===== config.mk =====
export PLATFORM = sky130hd
export DESIGN_NAME = uart_rx
export DESIGN_NICKNAME = d
export VERILOG_FILES = /design/src/rtl/uart_pkg.sv /design/src/rtl/sync_ff.sv /design/src/rtl/uart_rx.sv
export SDC_FILE = /design/constraint.sdc
export NUM_CORES = 1
export LEC_CHECK = 0
export CAP_MARGIN = 20
export CORE_MARGIN = 1
export CORE_UTILIZATION = 50
export DETAILED_ROUTE_END_ITERATION = 6
export GPL_TIMING_DRIVEN = 0
export PLACE_DENSITY = 0.74
export SLEW_MARGIN = 5
export SYNTH_ARGS = -nofsm -noshare
export SYNTH_HDL_FRONTEND = slang
export SYNTH_HIERARCHICAL = 1
export SYNTH_SLANG_ARGS = --single-unit

===== constraint.sdc =====
create_clock -name clk -period 3.4 [get_ports clk]
set_input_delay 0.34 -clock clk [delete_from_list [all_inputs] [get_ports clk]]
set_output_delay 0.34 -clock clk [all_outputs]
set_load 0.05 [all_outputs]

===== src/rtl/uart_pkg.sv =====
// Definitions shared by the UART transmitter and receiver: frame state encoding
// and divisor/count clamping helpers.
package uart_pkg;

  typedef enum logic [2:0] {
    UART_IDLE,
    UART_START,
    UART_DATA,
    UART_PARITY,
    UART_STOP
  } uart_state_t;

  localparam logic [15:0] UART_DIV_MIN = 16'd2;

  function automatic logic [15:0] uart_div_eff(input logic [15:0] div);
    return (div < UART_DIV_MIN) ? UART_DIV_MIN : div;
  endfunction

  // Bit and stop counts of 0 behave as 1.
  function automatic logic [3:0] uart_count_eff(input logic [3:0] n);
    return (n == 4'd0) ? 4'd1 : n;
  endfunction

endpackage


===== src/rtl/sync_ff.sv =====
// N-stage single-bit synchroniser for asynchronous pins, with a selectable
// reset value so idle-high lines do not glitch out of reset.
module sync_ff #(
  parameter int   STAGES      = 2,
  parameter logic RESET_VALUE = 1'b1
) (
  input  logic clk,
  input  logic rst,
  input  logic d,
  output logic q
);

  logic [STAGES-1:0] sync_q;

  always_ff @(posedge clk or posedge rst) begin
    if (rst) sync_q <= {STAGES{RESET_VALUE}};
    else     sync_q <= {sync_q[STAGES-2:0], d};
  end

  assign q = sync_q[STAGES-1];

endmodule


===== src/rtl/uart_rx.sv =====
// UART receiver: synchronises rx, samples each bit at its centre and presents
// the word with parity/framing flags on a one-cycle strobe.
//
//   state  | meaning
//   IDLE   | waiting for a falling edge on the synchronised line
//   START  | counting to mid start bit to confirm it is still low
//   DATA   | sampling bit_count data bits, LSB first
//   PARITY | sampling and checking the parity bit
//   STOP   | sampling stop bits; strobe after the last one
import uart_pkg::*;

module uart_rx #(
  parameter int SYNC_STAGES = 2
) (
  input  logic        clk,
  input  logic        rst,
  input  logic [15:0] div,
  input  logic        parity_enable,
  input  logic        parity_odd_n_even,
  input  logic [3:0]  bit_count,
  input  logic [3:0]  stop_count,
  input  logic        rx,
  output logic [15:0] data,
  output logic        parity_error,
  output logic        framing_error,
  output logic        strobe_received,
  output logic        busy
);

  uart_state_t state, state_next;

  logic        rx_s, rx_prev;
  logic [15:0] div_eff, div_q, count;
  logic        par_en_q, par_odd_q;
  logic [3:0]  bits_q, stops_q, idx;
  logic [15:0] shift;
  logic        par_acc, par_err_p, frm_err_p;
  logic        start_edge, sample, last_data, last_stop;

  sync_ff #(
    .STAGES      (SYNC_STAGES),
    .RESET_VALUE (1'b1)
  ) u_sync (
    .clk (clk),
    .rst (rst),
    .d   (rx),
    .q   (rx_s)
  );

  assign div_eff    = uart_div_eff(div);
  assign start_edge = !rx_s && rx_prev;
  assign sample     = (count == 16'd0);
  assign last_data  = (idx == bits_q - 4'd1);
  assign last_stop  = (idx == stops_q - 4'd1);
  assign busy       = (state != UART_IDLE);

  always_ff @(posedge clk or posedge rst) begin
    if (rst) state <= UART_IDLE;
    else     state <= state_next;
  end

  always_comb begin
    state_next = state;
    case (state)
      UART_IDLE:   if (start_edge) state_next = UART_START;
      UART_START:  if (sample) state_next = rx_s ? UART_IDLE : UART_DATA;
      UART_DATA:   if (sample && last_data) state_next = par_en_q ? UART_PARITY : UART_STOP;
      UART_PARITY: if (sample) state_next = UART_STOP;
      UART_STOP:   if (sample && last_stop) state_next = UART_IDLE;
      default:     state_next = UART_IDLE;
    endcase
  end

  always_ff @(posedge clk or posedge rst) begin
    if (rst) begin
      rx_prev         <= 1'b1;
      div_q           <= UART_DIV_MIN;
      count           <= 16'd0;
      par_en_q        <= 1'b0;
      par_odd_q       <= 1'b0;
      bits_q          <= 4'd1;
      stops_q         <= 4'd1;
      idx             <= 4'd0;
      shift           <= 16'd0;
      par_acc         <= 1'b0;
      par_err_p       <= 1'b0;
      frm_err_p       <= 1'b0;
      data            <= 16'd0;
      parity_error    <= 1'b0;
      framing_error   <= 1'b0;
      strobe_received <= 1'b0;
    end else begin
      rx_prev         <= rx_s;
      strobe_received <= 1'b0;
      if (state == UART_IDLE) begin
        // Configuration is frozen for the whole frame from here on.
        if (start_edge) begin
          div_q     <= div_eff;
          count     <= (div_eff >> 1) - 16'd1;
          par_en_q  <= parity_enable;
          par_odd_q <= parity_odd_n_even;
          bits_q    <= uart_count_eff(bit_count);
          stops_q   <= uart_count_eff(stop_count);
          idx       <= 4'd0;
        end
      end else begin
        count <= sample ? div_q - 16'd1 : count - 16'd1;
        if (sample) begin
          case (state)
            UART_START: begin
              shift     <= 16'd0;
              par_acc   <= 1'b0;
              par_err_p <= 1'b0;
              frm_err_p <= 1'b0;
              idx       <= 4'd0;
            end
            UART_DATA: begin
              shift[idx] <= rx_s;
              par_acc    <= par_acc ^ rx_s;
              idx        <= last_data ? 4'd0 : idx + 4'd1;
            end
            UART_PARITY: par_err_p <= (rx_s != (par_odd_q ^ par_acc));
            UART_STOP: begin
              frm_err_p <= frm_err_p | !rx_s;
              idx       <= idx + 4'd1;
              // Leaving at mid stop bit leaves half a bit to catch the next start edge.
              if (last_stop) begin
                data            <= shift;
                parity_error    <= par_err_p;
                framing_error   <= frm_err_p | !rx_s;
                strobe_received <= 1'b1;
              end
            end
            default: ;
          endcase
        end
      end
    end
  end

endmodule


* Yosys cells after proc, flatten, opt, wreduce, memory -nomap -nowiden
Cells that the tools add are included.
** Word-level totals
- Flip-flop bits (word level) :: 90
- Output and inout port bits :: 20
- Word-level logic and storage cells :: 95
** Operators by class
- $add $sub $neg :: 6
- Order comparisons :: 3
- Eq/ne operators :: 12
- Muxes and demuxes :: 30
- Bitwise logic cells :: 4
- Reductions and logical operators :: 22
** Operators by type and width (count)
- $mux W16 :: 4
- $pmux W16 S2 :: 1
- $sub A16 B1 Y16 const B :: 2
- $mux W4 :: 6
- $mux W3 :: 6
- $bwmux W16 :: 1
- $logic_not A16 Y1 :: 1
- $lt A16 B2 Y1 const B :: 1
- $sub A15 B1 Y16 const B :: 1
- $pmux W3 S5 :: 1
- $pmux W4 S3 :: 1
- $reduce_and A3 Y1 :: 4
- $ne A2 B2 Y1 const B :: 5
- $eq A4 B4 Y1 :: 2
- $logic_not A4 Y1 :: 2
- $reduce_bool A2 Y1 :: 4
- $sub A4 B1 Y4 const B :: 2
- $eq A3 B2 Y1 const B :: 2
- $pmux W1 S2 :: 3
- $lt A4 B5 Y1 const B :: 1
- $mux W1 :: 5
- $reduce_and A5 Y1 :: 1
- $add A4 B1 Y4 const B :: 1
- $demux W1 S4 :: 1
- other kinds (15) :: 19

* Depth between registers and ports, before layout
Gate-level depths: netlist of the first run.
- Word-level depth :: 6
- Depth in mapped cells :: 15
- Mapped depth without buffers :: 13

* By module
Netlist of the first run, hierarchy kept.
** By module, submodules not included
- uart_rx :: instances 1, cells each 518, area each 4695.8 µm², sequential area each 2207.1 µm²
- sync_ff :: instances 1, cells each 3, area each 56.3 µm², sequential area each 52.6 µm²

* Worst setup path before layout of the first run
Ideal clock, no wire load.
- Kind :: register -> register
- Start :: register count[3]
- End :: register count[12]
- Setup time :: 0.135 ns
- Arrival time :: 3.224 ns
- Required time :: 3.265 ns
- Setup slack :: 0.040 ns
- Stages on the path, launching flop included :: 16
- Path buffers :: 2
- Path through :: dfrtp_1 or4_4 nor4_4 and2_4 buf_6 buf_4 a21oi_1 nor2_1 a21oi_1 ha_1 and2_1 a32oi_1 nor4_2 xor2_1 a22oi_1 o21ai_0
** On the way
- Longest elaborated chain between the ends :: 3
- Elaborated cells between the ends (all ways) :: 4
- Those cells by class :: 1 x add/sub; 2 x mux; 1 x reduce/logical
** RTL lines
- start: declaration :: RTL line uart_rx.sv:33 : logic [15:0] div_eff, div_q, count;
- start signal: assignment :: RTL line uart_rx.sv:99 : count <= (div_eff >> 1) - 16'd1;
- start signal: assignment :: RTL line uart_rx.sv:107 : count <= sample ? div_q - 16'd1 : count - 16'd1;
- $sub A16 B1 Y16 or $logic_not A16 Y1 (tied branches) :: RTL line uart_rx.sv:107, uart_rx.sv:52
- $mux W16 * :: RTL line uart_rx.sv:107
- $mux W16 * :: RTL line uart_rx.sv:95 : if (state == UART_IDLE) begin
Mark *: on every way between the ends. The rest lies on a longest branch, timed or not.
A chain may end at the register's enable or synchronous reset.

* Worst setup path after layout of the first run
- Start :: register count[6]
- End :: register count[12]
The elaborated chain is that of the path after synthesis.

==> results of run 1 <==
-- layer usage --
layer  GRT usage (%)  share of wire, %  vias to the layer above
li1                -                 -                     1976
met1           33.41                42                     1993
met2           44.71                49                      190
met3           3.233               6.6                       32
met4           12.10               3.2                        0
met5               0                 0                        -
-- cell usage after synthesis, drive strengths merged, types with 3 or more instances --
library cell  count  area [um2]
a21oi            41       205.2
a31oi             6       37.54
a41oi             3       26.28
and2              6       40.04
buf               5       33.78
clkbuf           21       78.83
dfrtp            84        2102
dfstp             6       157.7
ha                7       87.58
inv              14       52.55
mux2             23       259.0
mux2i             4       40.04
nand2            86       327.8
nand2b            3       18.77
nand3             3       27.53
nand3b            3       22.52
nand4             4       31.28
nor2             39       148.9
nor2b             4       25.02
nor3             19       106.4
nor4              9       77.57
o21ai            74       370.4
or3               4       25.02
xnor2            13       113.9
xor2             14       122.6
-- worst reg2reg max path: cells and delay by family (launching register included) --
| family | cells | cell delay (ns) |
|---|---|---|
| XOR/XNOR | 1 | 0.20 |
| flip-flops | 1 | 0.42 |
| adder cells (fa/ha/maj) | 1 | 0.19 |
| AND/OR/NAND/NOR | 6 | 1.46 |
| AO/OA/AOI/OAI | 5 | 0.69 |
| buffers and inverters | 2 | 0.23 |
-- worst max path at each step --
stage,cells after the start,slack [ns],end
after global routing,15,-0.05,count[12]$_DFFE_PP0P_
after floorplan,15,0.04,count[12]$_DFFE_PP0P_
after global placement,15,-0.83,count[10]$_DFFE_PP0P_
after CTS,15,0.01,count[12]$_DFFE_PP0P_
final,15,0.09,count[12]$_DFFE_PP0P_
after detailed placement,15,-0.85,count[12]$_DFFE_PP0P_
-- what timing repair did --
item | CTS | global route
resized for setup | 16 | 15
cloned | 0 | 0
setup buffers | 2 | 16
pin swaps | 2 | 8
endpoints found under the setup margin | 7 | 6
-- state kept, by name, indices dropped and copies added, names as in the netlist --
signal,cells
bits_q,4
par_odd_q,1
par_en_q,1
shift,16
par_err_p,1
idx,4
stops_q,4
u_sync/sync_q,2
framing_error,1
state,3
frm_err_p,1
par_acc,1
div_q,16
strobe_received,1
data,16
rx_prev,1
count,16
parity_error,1
-- power by group through the flow --
stage	Clock [mW]	Combinational [mW]	Sequential (mW)
final	0.756	1.88	1.61
after global routing	0.809	2.05	1.64
after detailed placement	0	1.65	1.62
after floorplan	0	1.28	1.54
after CTS	0.764	1.74	1.60
after global placement	0	1.60	1.61
-- cell type report --
type,count,area share (%)
multi-input combinational,391,40.72
sequential,90,38.61
timing repair buffer,67,11.04
tap,129,2.755
buffer,25,2.520
clock buffer,10,2.178
clock inverter,6,1.239
inverter,14,0.9396
-- logic make-up after synthesis --
family | share of synthesized area [%]
flip-flops | 47.55
adder cells (fa/ha/maj) | 1.843
AND/OR/NAND/NOR | 18.69
AO/OA/AOI/OAI | 17.17
buffers and inverters | 3.476
multiplexers | 6.293
XOR/XNOR | 4.976
==> summary.md, run 1 <==
| Metric | Value |
|---|---|
| Result of the run | `finished, final reports clean` |
| Portion of total power attributed to the clock network | `17.8%` |
| Initial Util | `51.43%` |
| Achievable frequency | `301.9 MHz` |
| Antenna Violating Nets Remaining | `0` |
| Via count of the first global-routing pass | `4057` |
| Total nets after synthesis | `between 500 and 600` |
| Leakage component of the power | `about 2.5 nW` |
| Critical-path cell with the highest stage delay | `or4_4` |
| Relative slew margins | `about 51%` |
| Mean Syn Cell Area | `9.121 um2` |
| Total non-filler cell area in the finished layout | `5859 um2` |
| P_int | `2.528 mW` |
| Fin worst setup slack | `between 0.08 and 0.09 ns` |
| Congestion Overflow GR | `0` |
| Number of violations of the max-capacitance limit | `0` |
| Overall die width | `99.49 um` |
| Overall global routing resource usage | `approximately a quarter` |
| Commonest non-fill, non-tap cell in the layout | `nand2_1` |
| Wire length of the first global-routing pass | `20.18 mm` |
| Post-Route WL | `approximately 12 mm` |
| Final clock skew | `roughly 0.012 ns` |
| Final setup violation count | `0` |
| Slew at the pin closest to its max-slew limit | `0.7315 ns` |
| Buffers & Inverters on Critical Path | `2` |
| Number of library cell types mapped by synthesis | `55` |
| Commonest non-fill, non-tap cells in the layout | `nand2_1, dfrtp_1, o21ai_0, clkdlybuf4s50_1, a21oi_1` |
| Final period utilization | `97.42%` |
| Cell Count Post-Placement | `between 600 and 700` |
| Required arrival time at the worst endpoint | `3.64 ns` |
| Number of warnings issued by yosys | `6` |
| Area used by multi-input combinational logic | `roughly 2400 um2` |
| Die height | `99.49 um` |
| Clk_lat worst skew | `0.36 ns` |
| Area added between synthesis and finish | `23.30%` |
| # diodes | `0` |
| Drc violations | `0` |
| Total standard cell area after synthesis | `4752 um2` |
| Wirelength per Cell | `16.69 um` |
| Placement Setup Slack | `-0.8502 ns` |
| Sink count of the clock tree | `90` |
| First-iteration detailed-routing DRC count | `between 300 and 400` |
| Launch point of the worst reg-to-reg path | `count[6]$_DFFE_PP0P_` |
| Number of enable flip-flop cells after synthesis | `0` |
| Net switching power | `1.716 mW` |
| Sequential share of power | `between 30% and 40%` |
| Critical path, cell by cell | `or4_4, nor4_4, and2_4, buf_12, buf_12, a21oi_1, nor2_1, a21oi_1, ha_4, and2_4, a32oi_4, nor4_4, xor2_1, a22oi_1, o21ai_1` |
| Count of pins over their slew limit | `0` |
| Proportion of total power due to net switching | `roughly two fifths` |
| Critical path startpoint | `count[6]$_DFFE_PP0P_` |
| Filler Cell Count | `768` |
| Crit path max fanout | `8` |
| Terminus of the critical flop-to-flop path | `count[12]$_DFFE_PP0P_` |
| Pwr Total | `4.244 mW` |
| Part of the Yosys area used for sequential elements | `47.55%` |
| Cell type group with the largest total delay on the critical path | `simple AND/OR/NAND/NOR gates` |
| Count of cells along the worst register-to-register path | `15` |
| Worst-case vdd ir drop | `0.4210 mV` |
| Utilization after layout | `63.41%` |
| Critical path capture point type | `flop` |
| Synthesized flop and latch total | `90` |
| H-tree levels | `3` |
| First-pass iteration count of the detailed router | `5` |
| Die footprint | `9898 um2` |
| CP Data Arrival Time | `3.55 ns` |
| Shortest clock period the worst path allows after layout | `3.312 ns` |
| Final nets | `634` |
| Fraction of layout cells with a size suffix above 1 | `15.26%` |
| Number of port buffers | `48` |
| Clock transition at the registers of the reported paths | `0.10 ns` |
| Total number of vias | `approximately 4200` |
| Maximum number of pins on one net before global-route repair | `66` |
| Slack of the worst reg-to-reg path | `0.09 ns` |
| Worst hold path type | `input pin to asynchronous set/reset pin` |
| Average via count per standard cell | `5.725` |
| Async set-reset flop share out of synthesis | `100.0%` |
| Critical path class | `flop to flop` |
| CTS Buffer Depth | `2` |
| CTS Hold Bufs | `0` |
| Detailed placement HPWL | `8.608 mm` |
| Crit start category | `flop` |
| Count of placed standard cells in the final layout, fillers left out | `around 730` |
| Most common flop cell mapped by yosys | `dfrtp_1` |
| Endpoints failing hold | `0` |
| Instance area at placement | `5424 um2` |
| Final RePlAce weighted congestion | `0.9389` |
| Placement row count | `35` |
| Area occupied by registers | `2262 um2` |
| Antenna violations before repair | `0` |
| Standard cell core area | `9240 um2` |
| Root Buffer Master | `clkbuf_8` |
| Smallest hold slack | `0.3235 ns` |
| Cts bufs inserted | `9` |
| Ports placed on the boundary | `49` |
| Clock tree from TritonCTS | `done` |
| Combinational share of power | `roughly 44%` |
| Power per unit of standard cell area | `724.3 nW/um2` |
| Worst stage delay on the critical path | `0.59 ns` |
| Total negative slack | `0 ns` |
| Mapped Cells | `521` |
Power figures use the tool's default switching activity.
==> inputs of run 2 (changes only) <==
--- a/config.mk
+++ b/config.mk
@@ -11,7 +11,6 @@
 export DETAILED_ROUTE_END_ITERATION = 6
 export GPL_TIMING_DRIVEN = 0
 export PLACE_DENSITY = 0.74
-export SLEW_MARGIN = 5
 export SYNTH_ARGS = -nofsm -noshare
 export SYNTH_HDL_FRONTEND = slang
 export SYNTH_HIERARCHICAL = 1
==> results of run 2 <==
No change in the layout: final DEF, timing and power equal those of run 1.
==> inputs of run 3 (changes only) <==
--- a/config.mk
+++ b/config.mk
@@ -5,7 +5,9 @@
 export SDC_FILE = /design/constraint.sdc
 export NUM_CORES = 1
 export LEC_CHECK = 0
+export ABC_AREA = 1
 export CAP_MARGIN = 20
+export CORE_ASPECT_RATIO = 1.2
 export CORE_MARGIN = 1
 export CORE_UTILIZATION = 50
 export DETAILED_ROUTE_END_ITERATION = 6
==> run 3 against run 2 <==
Net effect: sequential power is 2% lower; non-clock buffer count is 24 lower; fmax is 37% higher; hold slack worse by 0.024 ns; clock skew is 0.0048 ns lower.
==> summary.md, run 3 <==
| Metric | Value |
|---|---|
| Final RePlAce weighted congestion | `0.8455 (-9.9%)` |
| H-tree levels | `3 (unchanged)` |
| Async set-reset flop share out of synthesis | `100.0% (unchanged)` |
| Cell Count Post-Placement | `781 (+12%)` |
| Fin worst setup slack | `0.9885 ns (+0.9007 ns)` |
| Pwr Total | `4.567 mW (+7.6%)` |
| Clk_lat worst skew | `0.34 ns (-0.02 ns)` |
| Placement Setup Slack | `1.083 ns (+1.933 ns)` |
| Total standard cell area after synthesis | `4959 um2 (+4.3%)` |
| # diodes | `0 (unchanged)` |
| Relative slew margins | `66.86% (+16 points)` |
| CTS Hold Bufs | `0 (unchanged)` |
| Clock tree from TritonCTS | `done` |
| Biggest area consumer among synthesized cells | `dfrtp_1` |
| Initial Util | `51.84% (+0.42 points)` |
| Clock transition at the registers of the reported paths | `0.06 ns (-0.04 ns)` |
| Leakage component of the power | `2.785 nW (+12%)` |
| Standard cell core area | `9564 um2 (+3.5%)` |
| Most common flop cell mapped by yosys | `dfrtp_1` |
| Endpoints failing hold | `0 (unchanged)` |
| Final clock skew | `0.007327 ns (-0.004752 ns)` |
| Worst hold path type | `input pin to asynchronous set/reset pin` |
| Number of warnings issued by yosys | `6 (unchanged)` |
| Average via count per standard cell | `5.280 (-7.8%)` |
| CTS Buffer Depth | `2 (unchanged)` |
| Die height | `111.1 um (+12%)` |
| Maximum number of pins on one net before global-route repair | `75 (+14%)` |
| Drc violations | `0 (unchanged)` |
| Number of library cell types mapped by synthesis | `36 (-35%)` |
| Area occupied by registers | `2260 um2 (-0.11%)` |
| Total non-filler cell area in the finished layout | `5947 um2 (+1.5%)` |
| Total negative slack | `0 ns (unchanged)` |
| Die footprint | `10320 um2 (+4.3%)` |
| Mean Syn Cell Area | `8.142 um2 (-11%)` |
| Crit path max fanout | `10 (+2)` |
| Portion of total power attributed to the clock network | `23.8% (+6.0 points)` |
| Setup bufs post-CTS | `0 (-2)` |
| Utilization after layout | `62.18% (-1.2 points)` |
| Shortest clock period the worst path allows after layout | `2.411 ns (-0.9007 ns)` |
| Final setup violation count | `0 (unchanged)` |
| Wirelength per Cell | `14.43 um (-14%)` |
| CP Data Arrival Time | `2.07 ns (-1.48 ns)` |
| Worst-case vdd ir drop | `0.3929 mV (-6.7%)` |
| Required arrival time at the worst endpoint | `3.06 ns (-0.58 ns)` |
| Smallest hold slack | `0.3000 ns (-0.02356 ns)` |
| Total nets after synthesis | `645 (+16%)` |
| Antenna violations before repair | `0 (unchanged)` |
| Filler Cell Count | `857 (+12%)` |
| Crit start category | `flop` |
| Number of enable flip-flop cells after synthesis | `0 (unchanged)` |
| First-iteration detailed-routing DRC count | `213 (-32%)` |
| P_int | `2.744 mW (+8.6%)` |
| Area used by multi-input combinational logic | `2275 um2 (-4.7%)` |
| First-pass iteration count of the detailed router | `5 (unchanged)` |
| Post-Route WL | `11.50 mm (-5.9%)` |
| Synthesized flop and latch total | `90 (unchanged)` |
| Number of violations of the max-capacitance limit | `0 (unchanged)` |
| Count of placed standard cells in the final layout, fillers left out | `797 (+8.9%)` |
| Ports placed on the boundary | `49 (unchanged)` |
| Achievable frequency | `414.7 MHz (+37%)` |
| Overall global routing resource usage | `23.96% (-2.3 points)` |
| Commonest non-fill, non-tap cell in the layout | `nand2_1` |
| Number of port buffers | `48 (unchanged)` |
| Instance area at placement | `5623 um2 (+3.7%)` |
| Result of the run | `finished, final reports clean` |
| Overall die width | `92.91 um (-6.6%)` |
| Part of the Yosys area used for sequential elements | `45.57% (-2.0 points)` |
| Commonest non-fill, non-tap cells in the layout | `nand2_1, dfrtp_1, inv_1, nand3_1, clkdlybuf4s50_1` |
| Placement row count | `39 (+11%)` |
| Power per unit of standard cell area | `767.9 nW/um2 (+6.0%)` |
| Net switching power | `1.822 mW (+6.2%)` |
| Sink count of the clock tree | `90 (unchanged)` |
| Detailed placement HPWL | `8.550 mm (-0.67%)` |
| Number of cells upsized or downsized after cts | `0 (-16)` |
| Critical path class | `flop to primary output` |
| Slack of the worst reg-to-reg path | `1.19 ns (+1.10 ns)` |
| Sequential share of power | `34.3% (-3.6 points)` |
| Most numerous cell types in the synthesized netlist | `nand2_1, dfrtp_1, inv_1` |
| Proportion of total power due to net switching | `39.90% (-0.52 points)` |
| Mapped Cells | `609 (+17%)` |
| Critical path capture point type | `primary output` |
| Cts bufs inserted | `9 (unchanged)` |
| Slew at the pin closest to its max-slew limit | `0.4955 ns (-0.2359 ns)` |
| Congestion Overflow GR | `0 (unchanged)` |
| Most frequently used cell type in the post-synthesis netlist | `nand2_1` |
| Fraction of layout cells with a size suffix above 1 | `13.35% (-1.9 points)` |
| Root Buffer Master | `clkbuf_16` |
| Final period utilization | `70.93% (-26 points)` |
| Area fraction of the dominant cell type after synthesis | `42.39% (-1.8 points)` |
| Final nets | `705 (+11%)` |
| Antenna Violating Nets Remaining | `0 (unchanged)` |
| Top cells by area, synth | `dfrtp_1, nand2_1, inv_1, nand3_1, o21ai_0` |
| Wire length of the first global-routing pass | `19.54 mm (-3.1%)` |
| Setup repair after global routing missed its margin | `no` |
| Total number of vias | `4208 (+0.41%)` |
| Count of pins over their slew limit | `0 (unchanged)` |
| Area added between synthesis and finish | `19.93%` |
| Combinational share of power | `42.0% (-2.3 points)` |
| Via count of the first global-routing pass | `4199 (+3.5%)` |
## run 3: critical path, stage by stage (launching register included)
cell and delay [ns]:
dfrtp_1 0.45, inv_2 0.09, nand2_4 0.09, buf_12 0.13, buf_12 0.15, clkdlybuf4s50_1 0.81
## run 3: final cells by class
| class | instances | area share (%) |
|---|---|---|
| buffer | 19 | 2.272 |
| multi-input combinational | 423 | 38.25 |
| inverter | 77 | 4.902 |
| clock inverter | 2 | 1.010 |
| clock buffer | 14 | 4.439 |
| sequential | 90 | 38.00 |
| tap | 123 | 2.588 |
| timing repair buffer | 49 | 8.542 |
## run 3: logic make-up (layout without fill, tap and decap cells)
kind of cell,after synthesis,after routing,share of synthesized area [%]
fa+ha+maj,7,7,1.766
simple gates,295,295,30.00
buf+inv,96,161,8.554
flops,90,90,45.57
xor+xnor,15,15,2.650
compound gates,106,106,11.46
## run 3: routing by layer
layer  track usage [%]  share of wire, %  vias to the layer above
li1                  -                 -                     2099
met1             28.87                41                     2000
met2             42.99                54                       92
met3             3.155               3.6                       17
met4             8.718               2.0                        0
met5                 0                 0                        -
## run 3: power groups by stage
stage / logic [mW] / registers (mW) / clock network [mW]
2_1_floorplan: 1.53 / 1.52 / 0
3_3_place_gp: 1.84 / 1.57 / 0
3_5_place_dp: 1.90 / 1.57 / 0
4_1_cts: 1.92 / 1.56 / 1.09
5_1_grt: 2.15 / 1.60 / 1.14
6_report: 1.92 / 1.57 / 1.09
## run 3: final timing paths
| path | startpoint | endpoint | cells past startpoint |
|---|---|---|---|
| max | state[2]$_DFFE_PP0P_ | busy | 5 |
| min | rst | div_q[10]$_DFFE_PP0P_ | 2 |
| max reg2reg | count[12]$_DFFE_PP0P_ | count[8]$_DFFE_PP0P_ | 14 |
| min reg2reg | u_sync/sync_q[0]$_DFF_PP1_ | u_sync/sync_q[1]$_DFF_PP1_ | 0 |
| max in group asynchronous | rst | bits_q[0]$_DFFE_PP1P_ | 3 |
| min in group clk | u_sync/sync_q[0]$_DFF_PP1_ | u_sync/sync_q[1]$_DFF_PP1_ | 0 |
